<file path="src/rtl/instr_sequencer.sv">
// Byte-serial instruction fetcher: reads opcode/operand bytes from a synchronous
// program memory, assembles them into one instruction and hands it over on a valid/ready port.
module instr_sequencer #(
  parameter int DATA_W   = 8,
  parameter int ADDR_W   = 8,
  parameter int PROG_LEN = 256
) (
  input  logic              clk,
  input  logic              rst_n,
  input  logic              start,
  output logic [ADDR_W-1:0] mem_addr,
  input  logic [DATA_W-1:0] mem_rdata,
  output logic              issue_valid,
  input  logic              issue_ready,
  output logic [DATA_W-1:0] issue_opcode,
  output logic [DATA_W-1:0] issue_op1,
  output logic [DATA_W-1:0] issue_op2,
  output logic [1:0]        issue_nops,
  output logic              halted,
  output logic              done,
  output logic [ADDR_W-1:0] pc
);

  typedef enum logic [2:0] {
    S_IDLE, S_REQ, S_CAP, S_ISSUE, S_HALTED, S_DONE
  } state_t;

  // One extra pc bit lets pc hold PROG_LEN even when PROG_LEN == 2**ADDR_W.
  localparam int              PC_W    = ADDR_W + 1;
  localparam logic [PC_W-1:0] PC_END  = PC_W'(PROG_LEN);
  localparam logic [7:0]      OP_HALT = 8'h13;

  function automatic logic [1:0] decode_nops(input logic [7:0] op);
    if (op <= 8'h0B)      return 2'd2;
    else if (op <= 8'h14) return 2'd1;
    else                  return 2'd0;
  endfunction

  state_t            state_q, state_d;
  logic [PC_W-1:0]   pc_q, pc_d, pc_inc;
  logic [1:0]        idx_q, idx_d;
  logic [1:0]        nops_q, nops_d, cap_nops;
  logic [DATA_W-1:0] opcode_q, opcode_d;
  logic [DATA_W-1:0] op1_q, op1_d;
  logic [DATA_W-1:0] op2_q, op2_d;

  assign pc_inc   = pc_q + PC_W'(1);
  // While the opcode byte is arriving its operand count comes straight from the bus.
  assign cap_nops = (idx_q == 2'd0) ? decode_nops(mem_rdata[7:0]) : nops_q;

  always_comb begin
    state_d  = state_q;
    pc_d     = pc_q;
    idx_d    = idx_q;
    nops_d   = nops_q;
    opcode_d = opcode_q;
    op1_d    = op1_q;
    op2_d    = op2_q;
    case (state_q)
      S_IDLE, S_HALTED, S_DONE: begin
        if (start) begin
          pc_d    = '0;
          idx_d   = '0;
          state_d = S_REQ;
        end
      end
      S_REQ: state_d = S_CAP;
      S_CAP: begin
        case (idx_q)
          2'd0: begin
            opcode_d = mem_rdata;
            op1_d    = '0;
            op2_d    = '0;
            nops_d   = cap_nops;
          end
          2'd1:    op1_d = mem_rdata;
          default: op2_d = mem_rdata;
        endcase
        pc_d = pc_inc;
        // Running out of program ends the instruction early; missing operands stay zero.
        if (idx_q == cap_nops || pc_inc == PC_END) begin
          state_d = S_ISSUE;
        end else begin
          idx_d   = idx_q + 2'd1;
          state_d = S_REQ;
        end
      end
      S_ISSUE: begin
        if (issue_ready) begin
          if (opcode_q[7:0] == OP_HALT) begin
            state_d = S_HALTED;
          end else if (pc_q == PC_END) begin
            state_d = S_DONE;
          end else begin
            idx_d   = '0;
            state_d = S_REQ;
          end
        end
      end
      default: state_d = S_IDLE;
    endcase
  end

  always_ff @(posedge clk or negedge rst_n) begin
    if (!rst_n) begin
      state_q  <= S_IDLE;
      pc_q     <= '0;
      idx_q    <= '0;
      nops_q   <= '0;
      opcode_q <= '0;
      op1_q    <= '0;
      op2_q    <= '0;
    end else begin
      state_q  <= state_d;
      pc_q     <= pc_d;
      idx_q    <= idx_d;
      nops_q   <= nops_d;
      opcode_q <= opcode_d;
      op1_q    <= op1_d;
      op2_q    <= op2_d;
    end
  end

  // The address bus is only non-zero during an actual read request.
  assign mem_addr     = (state_q == S_REQ) ? pc_q[ADDR_W-1:0] : '0;
  assign pc           = pc_q[ADDR_W-1:0];
  assign issue_valid  = (state_q == S_ISSUE);
  assign issue_opcode = opcode_q;
  assign issue_op1    = op1_q;
  assign issue_op2    = op2_q;
  assign issue_nops   = nops_q;
  assign halted       = (state_q == S_HALTED);
  assign done         = (state_q == S_DONE);

endmodule
</file>
<file path="config.mk">
export PLATFORM = sky130hd
export DESIGN_NAME = instr_sequencer
export DESIGN_NICKNAME = d
export VERILOG_FILES = /design/src/rtl/instr_sequencer.sv
export SDC_FILE = /design/constraint.sdc
export NUM_CORES = 1
export LEC_CHECK = 0
export ABC_AREA = 1
export ABC_CLOCK_PERIOD_IN_PS = 3200
export CAP_MARGIN = 20
export CORE_ASPECT_RATIO = 1.5
export CORE_MARGIN = 2
export CORE_UTILIZATION = 30
export CTS_BUF_LIST = sky130_fd_sc_hd__clkbuf_16
export DETAILED_ROUTE_END_ITERATION = 16
export SLEW_MARGIN = 30
export SYNTH_ARGS = -nofsm -noshare
export SYNTH_HDL_FRONTEND = slang
export SYNTH_SLANG_ARGS = --single-unit
</file>
<file path="constraint.sdc">
create_clock -name clk -period 3.2 [get_ports clk]
set_input_delay 0.8 -clock clk [delete_from_list [all_inputs] [get_ports clk]]
set_output_delay 0.8 -clock clk [all_outputs]
set_load 0.01 [all_outputs]
</file>
* Word-level counts from Yosys, hierarchy flattened
Index checks and enable logic that the tools add are counted.
Operators by class: add/subtract/negate cells 2, magnitude comparators 2, equal/unequal tests 15, mux-type cells 20, bitwise operators 1, reductions and logical operators 13
Operator list (number):
- one-hot mux 8 bit (2 select lines) | 2
- equality test 9 bit (second input constant) | 2
- one-hot mux 9 bit (2 select lines) | 1
- 2-to-1 mux 2 bit | 8
- 2-to-1 mux 3 bit | 4
- one-hot mux 3 bit (4 select lines) | 1
- AND reduction 2 bit | 5
- adder 9 x 1 -> 9 bit (second input constant) | 1
- 2-to-1 mux 9 bit | 1
- equality test 8 x 5 -> 1 bit (second input constant) | 1
- less-or-equal comparator 8 x 4 -> 1 bit (second input constant) | 1
- less-or-equal comparator 8 x 5 -> 1 bit (second input constant) | 1
- 2-to-1 mux 8 bit | 1
- inequality test 2 bit (second input constant) | 4
- equality test 3 x 2 -> 1 bit (second input constant) | 2
- equality test 3 bit (second input constant) | 2
- one-hot mux 2 bit (3 select lines) | 1
- AND reduction 6 bit | 1
- nonzero test 2 bit | 2
- equality test 3 x 1 -> 1 bit (second input constant) | 1
- zero test 3 bit | 1
- nonzero test 3 bit | 1
- OR reduction 3 bit | 1
- adder 2 x 1 -> 2 bit (second input constant) | 1
- other kinds (7) | 7
Word-level totals: register bits after elaboration 40, input bits 12, output and inout bits 45, word-level logic and storage cells 60

* Depth between registers and ports, before layout
Gate-level depths: netlist of the first run.
depth in word-level cells 8, mapped depth 14, depth with buffers taken out 14

* Least setup slack after synthesis of the first run
No wires, ideal clock.
kind in2reg, start point input port mem_rdata[6], end point register idx_q[0], setup time 117 ps, data arrival time 1658 ps, required time 3083 ps, path slack 1425 ps, cell stages on the path 14, buffers on the path 0, path through inv_1 nand2_1 nor2_1 nand3_1 inv_1 nand2_1 nand2_1 nand2_1 nand3_1 nand2_1 nand2_1 nand3_2 nand2_1 nand2_1
Between the ends: cells in the longest elaborated chain, start to end 8, elaborated cells on any way between the ends 9, classes of those cells order compare (2); eq/ne (2); mux (3); reduce/logical (2)
Ends and longest elaborated chain:
- from (decl) | line 12 | input logic [DATA_W-1:0] mem_rdata,
- less-or-equal comparator 8 x 5 -> 1 bit | line 35 | else if (op <= 8'h14) return 2'd1;
- 2-to-1 mux 1 bit | line 35
- 2-to-1 mux 2 bit (*) | line 34 | if (op <= 8'h0B) return 2'd2;
- 2-to-1 mux 2 bit (*) | line 49 | assign cap_nops = (idx_q == 2'd0) ? decode_nops(mem_rdata[7:0]) : nops_q;
- equality test 2 bit (*) | line 81 | if (idx_q == cap_nops || pc_inc == PC_END) begin
- logical OR 1 bit (*) | line 81
- inequality test 2 bit (no line) (*)
- AND reduction 6 bit (no line) (*)
- to (signal assigned) | line 116 | idx_q <= idx_d;
- to (decl) | line 41 | logic [1:0] idx_q, idx_d;
Mark *: on every way between the ends. The rest lies on a longest branch, timed or not. A chain may end at the register's enable or synchronous reset.

* Worst setup path after layout of the first run
start point register state_q[1], end point output port mem_addr[0]
Between the ends: cells in the longest elaborated chain, start to end 2
Ends and longest elaborated chain:
- from (decl) | line 39 | state_t state_q, state_d;
- from (signal assigned) | line 114 | state_q <= state_d;
- equality test 3 x 1 -> 1 bit | line 125 | assign mem_addr = (state_q == S_REQ) ? pc_q[ADDR_W-1:0] : '0;
- 2-to-1 mux 8 bit | line 125
- to (decl) | line 11 | output logic [ADDR_W-1:0] mem_addr,
Every way passes these cells.

==> summary.json, run 1 <==
{
  "globalRouteOverflowTotal": {"value": 0},
  "htreeDepth": {"value": 2},
  "chipWidth": {"value": 72.98, "unit": "µm"},
  "cts-root-to-sink-buffers": {"value": 2},
  "start_util": {"value": 31.04, "unit": "%"},
  "timing.final.crit_period": {"value": 2778, "unit": "ps"},
  "setup-violations-final": {"value": 0},
  "avg_cell_area_syn": {"value": 7.871, "unit": "µm²"},
  "static-leakage-power": {"value": 0.001322, "unit": "µW"},
  "maxSlewHeadroom": {"value": 41.75, "unit": "%"},
  "mappedNetlistArea": {"value": 2141, "unit": "µm²"},
  "firstDrtPassIters": {"value": 4},
  "via_count": {"value": 1950},
  "reg2reg_from": {"value": "state_q[0]$_DFFE_PN0P_"},
  "io_pins": {"value": 57},
  "crit_path_max_incr_delay": {"value": 560, "unit": "ps"},
  "setup.reg_to_reg.worst_slack": {"value": 1310, "unit": "ps"},
  "finish.net_count": {"value": 337},
  "grt_use_total": {"value": 14.47, "unit": "%"},
  "hold_path.class": {"value": "in -> async"},
  "synth_seq_cells": {"value": 40},
  "internal_power": {"value": 1531, "unit": "µW"},
  "clock-skew-final": {"value": 3.466, "unit": "ps"},
  "type_of_the_worst_setup_path": {"value": "reg -> out"},
  "post_cts.resized_instances": {"value": 0},
  "yosysWarnings": {"value": 0},
  "share_comb_of_total_power": {"value": 44.1, "unit": "%"},
  "end_kind": {"value": "output port"},
  "timing_worst_slew_pin_value": {"value": 871.7, "unit": "ps"},
  "area_share_of_the_largest_cell_type_after_synthesis": {"value": 46.76, "unit": "%"},
  "tritoncts": {"value": "done"},
  "worstSetupStartpoint": {"value": "state_q[1]$_DFFE_PN0P_"},
  "critPathSlowestCell": {"value": "sky130_fd_sc_hd__clkdlybuf4s50_1"},
  "diodes": {"value": 0},
  "sequentialPowerShare": {"value": 33.4, "unit": "%"},
  "grt_pass1_vias": {"value": 1901},
  "power.share.clock": {"value": 22.5, "unit": "%"},
  "dieArea": {"value": 7842, "unit": "µm²"},
  "synthMostInstantiatedCell": {"value": "sky130_fd_sc_hd__nand2_1"},
  "outcome": {"value": "finished, final reports clean"},
  "via_cell_ratio": {"value": 4.875},
  "worst_ep_required_time": {"value": 2400, "unit": "ps"},
  "synth.top_cells.by_area": {"value": "sky130_fd_sc_hd__dfrtp_1 (47%), sky130_fd_sc_hd__nand2_1 (11%), sky130_fd_sc_hd__nand3_1 (7.7%)"},
  "drv.max_cap_violation_count": {"value": 0},
  "postCtsSetupBuffers": {"value": 0},
  "numPortBuffers": {"value": 56},
  "power.net_switching": {"value": 932.3, "unit": "µW"},
  "post_route_setup_tns": {"value": 0, "unit": "ps"},
  "clkLatencyLatePin": {"value": 280, "unit": "ps"},
  "hpwl": {"value": 3972, "unit": "µm"},
  "cp_max_fo": {"value": 12},
  "worst_r2r_path_depth": {"value": 4},
  "rsz0062_at_grt": {"value": "false"},
  "synth_top_cells_by_count": {"value": "sky130_fd_sc_hd__nand2_1 (63), sky130_fd_sc_hd__dfrtp_1 (40), sky130_fd_sc_hd__nand3_1 (33), sky130_fd_sc_hd__o21ai_1 (33), sky130_fd_sc_hd__nor2_1 (24)"},
  "area_growth_syn_to_layout": {"value": 34.19, "unit": "%"},
  "critPathArrivalTime": {"value": 1980, "unit": "ps"},
  "crit_end": {"value": "mem_addr[0]"},
  "drt_iter0_drc": {"value": 94},
  "syn-num-nets": {"value": 288},
  "critPathLaunchType": {"value": "flip-flop"},
  "design.core.area": {"value": 6898, "unit": "µm²"},
  "post_drt_wl_per_cell": {"value": 13.36, "unit": "µm"},
  "asyncSetResetFlopFracSynth": {"value": 100.0, "unit": "%"},
  "power.density": {"value": 857.5, "unit": "nW/µm²"},
  "grt_max_degree": {"value": 41},
  "synthDistinctLibCells": {"value": 32},
  "power.ir.vdd_worst": {"value": 0.4954, "unit": "mV"},
  "drc": {"value": 0},
  "die_height": {"value": 107.5, "unit": "µm"},
  "layout_worst_path_cycle_share": {"value": 86.81, "unit": "%"},
  "final-max-slew-violation-count": {"value": 0},
  "clock_sink_count": {"value": 40},
  "worst_setup_hold_path_clk_slew": {"value": 60, "unit": "ps"},
  "synth_ff_type": {"value": "sky130_fd_sc_hd__dfrtp_1"},
  "r2r-end": {"value": "issue_nops[1]$_DFFE_PN0P_"},
  "holdBufCountCts": {"value": 0},
  "max_clock_freq": {"value": 0.3600, "unit": "GHz"},
  "syn_inst": {"value": 272},
  "yosysSeqAreaShare": {"value": 46.76, "unit": "%"},
  "place_congestion": {"value": 0.8051},
  "cts_inserted_buffers": {"value": 5},
  "final_layout_size_suffix_gt1_share": {"value": 8.075, "unit": "%"},
  "drtAntennaViolNets": {"value": 0},
  "post-synth-top-area-cell": {"value": "sky130_fd_sc_hd__dfrtp_1"},
  "antenna_violations_before_repair": {"value": 0},
  "post_synth_edffs": {"value": 0},
  "crit_path_cell_trace": {"value": "inv_8 > nand3_1 > nor2_1 > clkdlybuf4s50_1"},
  "fin_worst_hold_slack": {"value": 488.6, "unit": "ps"},
  "detailed_route_wire_length": {"value": 5344, "unit": "µm"},
  "grt_first_pass_wirelength": {"value": 8942, "unit": "µm"},
  "switching_share": {"value": 37.85, "unit": "%"},
  "num_rows": {"value": 37},
  "clock-root-buffer": {"value": "sky130_fd_sc_hd__clkbuf_16"},
  "finalHoldViolations": {"value": 0}
}
## worst min path at each step
stage                                     to  slack, ps  depth (start not counted)
floorplan               idx_q[1]$_DFFE_PN0P_        460                          2
global placement    issue_op2[2]$_DFFE_PN0P_        480                          2
detailed placement  issue_op2[2]$_DFFE_PN0P_        480                          2
CTS                 issue_op2[2]$_DFFE_PN0P_        500                          2
global route             pc_q[2]$_DFFE_PN0P_        530                          1
finish                   pc_q[1]$_DFFE_PN0P_        490                          1
## cells by family after synthesis
family / synth area share (%)
AND/OR/NAND/NOR: 28.58
buffers and inverters: 10.40
AO/OA/AOI/OAI: 11.51
flip-flops: 46.76
adder cells (fa/ha/maj): 2.338
XOR/XNOR: 0.4092
## cells in the final DEF, fill, tap and decap left out, drive strengths merged
cell / count
o21bai: 2
xor2: 1
nand3: 34
clkdlybuf4s50: 55
clkinv: 2
nand2: 64
bufinv: 1
o22ai: 3
or2: 2
nand4: 5
inv: 32
a21oi: 2
nor2: 27
nand3b: 1
o31ai: 1
clkbuf: 5
nor3: 3
o32ai: 1
o21ai: 35
buf: 2
ha: 4
dfrtp: 40
## power by group through the flow
stage	Combinational (µW)	Sequential [µW]	Clock, µW
2_1_floorplan	598	862	0
3_3_place_gp	1080	833	0
3_5_place_dp	1090	829	0
4_1_cts	1100	826	566
5_1_grt	1210	849	589
6_report	1090	823	554
## sequential cells by signal, summed over array words and instances, names as in the netlist
signal	cells
state_q	3
issue_op1	8
pc_q	9
idx_q	2
issue_op2	8
issue_opcode	8
issue_nops	2
## critical path, delay by kind of cell, from the launching register on
family	cells	cell delay, ps
buffers and inverters	2	660
DFF	1	420
and+or+nand+nor	2	610
## layout make-up
class                      instances  area [µm²]
clock buffer                       5       125.1
multi-input combinational        185       917.1
clock inverter                     3       38.79
sequential                        40        1001
inverter                          32       127.6
timing repair buffer              57       565.5
tap                               78       97.59
fill                             715        4025
## per-layer routing
| metal | part of all wire (%) | track usage [%] | routed length (µm) |
|---|---|---|---|
| met5 | 0 | 0 | 0 |
| met4 | 1.3 | 4.365 | 68 |
| met3 | 4.0 | 2.903 | 215 |
| met2 | 51 | 24.74 | 2725 |
| met1 | 44 | 18.10 | 2334 |
## metrics by stage
stage | instances | util [%] | power (µW) | setup slack (ps) | instance area (µm²)
after floorplan | 272 | - | 1460 | 1425 | 2141
after global placement | 392 | 39.23 | 1914 | 699.5 | 2706
after detailed placement | 392 | 39.23 | 1923 | 695.3 | 2706
after CTS | 400 | 41.61 | 2492 | 399.8 | 2870
after global routing | 400 | 41.65 | 2651 | 281.7 | 2873
final | 400 | 41.65 | 2463 | 422.1 | 2873
(Power assumes the default switching activity.)
==> inputs of run 2 (changes only) <==
Settings changed: ABC_CLOCK_PERIOD_IN_PS 3200 to default, CORE_ASPECT_RATIO 1.5 to default.
==> run 2 against run 1 <==
Against the previous run:
- core utilization is 1.4 points higher
- register-to-register slack worse by 180 ps
- global-route usage is 0.57 points higher
- non-clock buffer count is 1 lower
- sequential power hardly changed
- clock power is 32% higher
- maximum frequency is 0.15% lower
- via count is 2.0% lower
- setup slack worse by 4.1 ps
- count of clock-buffer cells in the layout stayed put
- clock skew is 3.3 ps higher
- largest power group unchanged
==> summary.json, run 2 (synthesis results as in run 1) <==
{
  "worst_setup_hold_path_clk_slew": {"value": 60, "unit": "ps", "change": "about the same"},
  "place_congestion": {"value": 0.7987, "change": "-0.79%"},
  "total_non_filler_cell_area_in_the_finished_layout": {"value": 2939, "unit": "µm²", "change": "+2.3%"},
  "post_route_setup_tns": {"value": 0, "unit": "ps", "change": "unchanged"},
  "numPortBuffers": {"value": 56, "change": "unchanged"},
  "cts_inserted_buffers": {"value": 5, "change": "unchanged"},
  "layout_worst_path_cycle_share": {"value": 86.94, "unit": "%", "change": "+0.13 points"},
  "rsz0062_at_grt": {"value": "false"},
  "maxSlewHeadroom": {"value": 44.13, "unit": "%", "change": "+2.4 points"},
  "outcome": {"value": "finished, final reports clean"},
  "firstDrtPassIters": {"value": 4, "change": "unchanged"},
  "hold_path.class": {"value": "in -> async"},
  "post_placement_setup_slack": {"value": 709.1, "unit": "ps", "change": "+13.81 ps"},
  "grt_max_degree": {"value": 41, "change": "unchanged"},
  "cts-root-to-sink-buffers": {"value": 2, "change": "unchanged"},
  "hpwl": {"value": 3847, "unit": "µm", "change": "-3.1%"},
  "clock-skew-final": {"value": 6.790, "unit": "ps", "change": "+3.324 ps"},
  "setup-violations-final": {"value": 0, "change": "unchanged"},
  "post_drt_wl_per_cell": {"value": 12.70, "unit": "µm", "change": "-5.0%"},
  "dieArea": {"value": 7828, "unit": "µm²", "change": "-0.18%"},
  "critPathSlowestCell": {"value": "sky130_fd_sc_hd__clkdlybuf4s50_1"},
  "via_count": {"value": 1911, "change": "-2.0%"},
  "power.ir.vdd_worst": {"value": 0.3799, "unit": "mV", "change": "-23%"},
  "timing_worst_slew_pin_value": {"value": 836.0, "unit": "ps", "change": "-35.68 ps"},
  "postCtsSetupBuffers": {"value": 0, "change": "unchanged"},
  "io_pins": {"value": 57, "change": "unchanged"},
  "drt_iter0_drc": {"value": 48, "change": "-49%"},
  "htreeDepth": {"value": 2, "change": "unchanged"},
  "end_kind": {"value": "output port"},
  "layout.cells.most_common_list": {"value": "sky130_fd_sc_hd__nand2_1 (63), sky130_fd_sc_hd__clkdlybuf4s50_1 (55), sky130_fd_sc_hd__dfrtp_1 (40), sky130_fd_sc_hd__nand3_1 (33), sky130_fd_sc_hd__o21ai_1 (33)"},
  "crit_path_max_incr_delay": {"value": 560, "unit": "ps", "change": "about the same"},
  "area_growth_syn_to_layout": {"value": 37.29, "unit": "%"},
  "largest_reg_flops": {"value": 9, "change": "unchanged"},
  "top_register": {"value": "pc_q"},
  "type_of_the_worst_setup_path": {"value": "reg -> out"},
  "static-leakage-power": {"value": 0.001335, "unit": "µW", "change": "+1.0%"},
  "max_clock_freq": {"value": 0.3595, "unit": "GHz", "change": "-0.15%"},
  "drv.max_cap_violation_count": {"value": 0, "change": "unchanged"},
  "chipWidth": {"value": 88.48, "unit": "µm", "change": "+21%"},
  "antenna_violations_before_repair": {"value": 0, "change": "unchanged"},
  "worst_slack": {"value": 418.0, "unit": "ps", "change": "-4.106 ps"},
  "clock-root-buffer": {"value": "sky130_fd_sc_hd__clkbuf_16"},
  "crit_path_cell_trace": {"value": "nand3_1 > nor2_1 > clkdlybuf4s50_1"},
  "post_cts.resized_instances": {"value": 0, "change": "unchanged"},
  "clock_sink_count": {"value": 40, "change": "unchanged"},
  "grt_first_pass_wirelength": {"value": 9218, "unit": "µm", "change": "+3.1%"},
  "detailed_route_wire_length": {"value": 5294, "unit": "µm", "change": "-0.94%"},
  "worst_ep_required_time": {"value": 2400, "unit": "ps", "change": "about the same"},
  "finalHoldViolations": {"value": 0, "change": "unchanged"},
  "final-max-slew-violation-count": {"value": 0, "change": "unchanged"},
  "drc": {"value": 0, "change": "unchanged"},
  "power.density": {"value": 893.6, "unit": "nW/µm²", "change": "+4.2%"},
  "grt_use_total": {"value": 15.04, "unit": "%", "change": "+0.57 points"},
  "critPathArrivalTime": {"value": 1980, "unit": "ps", "change": "about the same"},
  "finish.net_count": {"value": 336, "change": "-0.30%"},
  "drtAntennaViolNets": {"value": 0, "change": "unchanged"},
  "holdBufCountCts": {"value": 0, "change": "unchanged"},
  "num_rows": {"value": 30, "change": "-19%"},
  "via_cell_ratio": {"value": 4.583, "change": "-6.0%"},
  "worst_r2r_path_depth": {"value": 3, "change": "-1"},
  "clkLatencyLatePin": {"value": 280, "unit": "ps", "change": "about the same"},
  "fin_worst_hold_slack": {"value": 490.1, "unit": "ps", "change": "+1.497 ps"},
  "design.core.area": {"value": 6832, "unit": "µm²", "change": "-0.96%"},
  "globalRouteOverflowTotal": {"value": 0, "change": "unchanged"},
  "mostFrequentLayoutCell": {"value": "sky130_fd_sc_hd__nand2_1"},
  "cp_max_fo": {"value": 12, "change": "unchanged"},
  "finalCoreUtilization": {"value": 43.02, "unit": "%", "change": "+1.4 points"},
  "die_height": {"value": 88.48, "unit": "µm", "change": "-18%"},
  "final_layout_size_suffix_gt1_share": {"value": 8.100, "unit": "%", "change": "+0.025 points"},
  "critPathLaunchType": {"value": "flip-flop"},
  "timing.final.crit_period": {"value": 2782, "unit": "ps", "change": "+4.106 ps"},
  "grt_pass1_vias": {"value": 1958, "change": "+3.0%"},
  "diodes": {"value": 0, "change": "unchanged"},
  "instance_area_after_placement": {"value": 2721, "unit": "µm²", "change": "+0.55%"},
  "start_util": {"value": 31.34, "unit": "%", "change": "+0.30 points"},
  "tritoncts": {"value": "done"}
}
-- run 2: stage by stage --
stage / std cells / power (µW)
2_1_floorplan: 272 / 1460
3_3_place_gp: 409 / 1899
3_5_place_dp: 409 / 1910
4_1_cts: 417 / 2654
5_1_grt: 417 / 2820
6_report: 417 / 2626
-- run 2: final cells by class --
type / instances / area [µm²]
fill: 725 / 3892
sequential: 40 / 1001
multi-input combinational: 185 / 917.1
timing repair buffer: 56 / 558.0
inverter: 32 / 127.6
clock buffer: 5 / 125.1
tap: 96 / 120.1
clock inverter: 3 / 90.09
-- run 2: routing by layer --
metal / share of wire (%) / GRT usage, %
met1: 47 / 18.91
met2: 46 / 25.56
met3: 5.6 / 4.478
met4: 1.2 / 3.444
met5: 0 / 0
-- run 2: worst max-delay path: cells and delay by family (launching register included) --
family,cells,cell delay [ps]
buf+inv,1,560
flops,1,490
simple gates,2,650
-- run 2: path summary, 6_finish.rpt --
| path | from | endpoint | slack (ps) |
|---|---|---|---|
| min reg2reg | issue_op2[4]$_DFFE_PN0P_ | issue_op2[4]$_DFFE_PN0P_ | 500 |
| min in group clk | issue_op2[4]$_DFFE_PN0P_ | issue_op2[4]$_DFFE_PN0P_ | 500 |
| min | rst_n | pc_q[4]$_DFFE_PN0P_ | 490 |
| max | state_q[0]$_DFFE_PN0P_ | mem_addr[4] | 420 |
| max in group asynchronous | rst_n | issue_opcode[6]$_DFFE_PN0P_ | 2360 |
| max reg2reg | state_q[0]$_DFFE_PN0P_ | issue_nops[1]$_DFFE_PN0P_ | 1130 |
-- run 2: report_power, final --
part	switching, µW	total (µW)	internal, µW
combinational	586	1070	488
clock	204	730	526
sequential	149	822	673
==> inputs of run 3 (changes only) <==
Settings changed: CAP_MARGIN 20 to default, SKIP_CTS_REPAIR_TIMING from default to 1.
==> results of run 3 <==
No change in the layout: final DEF, timing and power equal those of run 2.
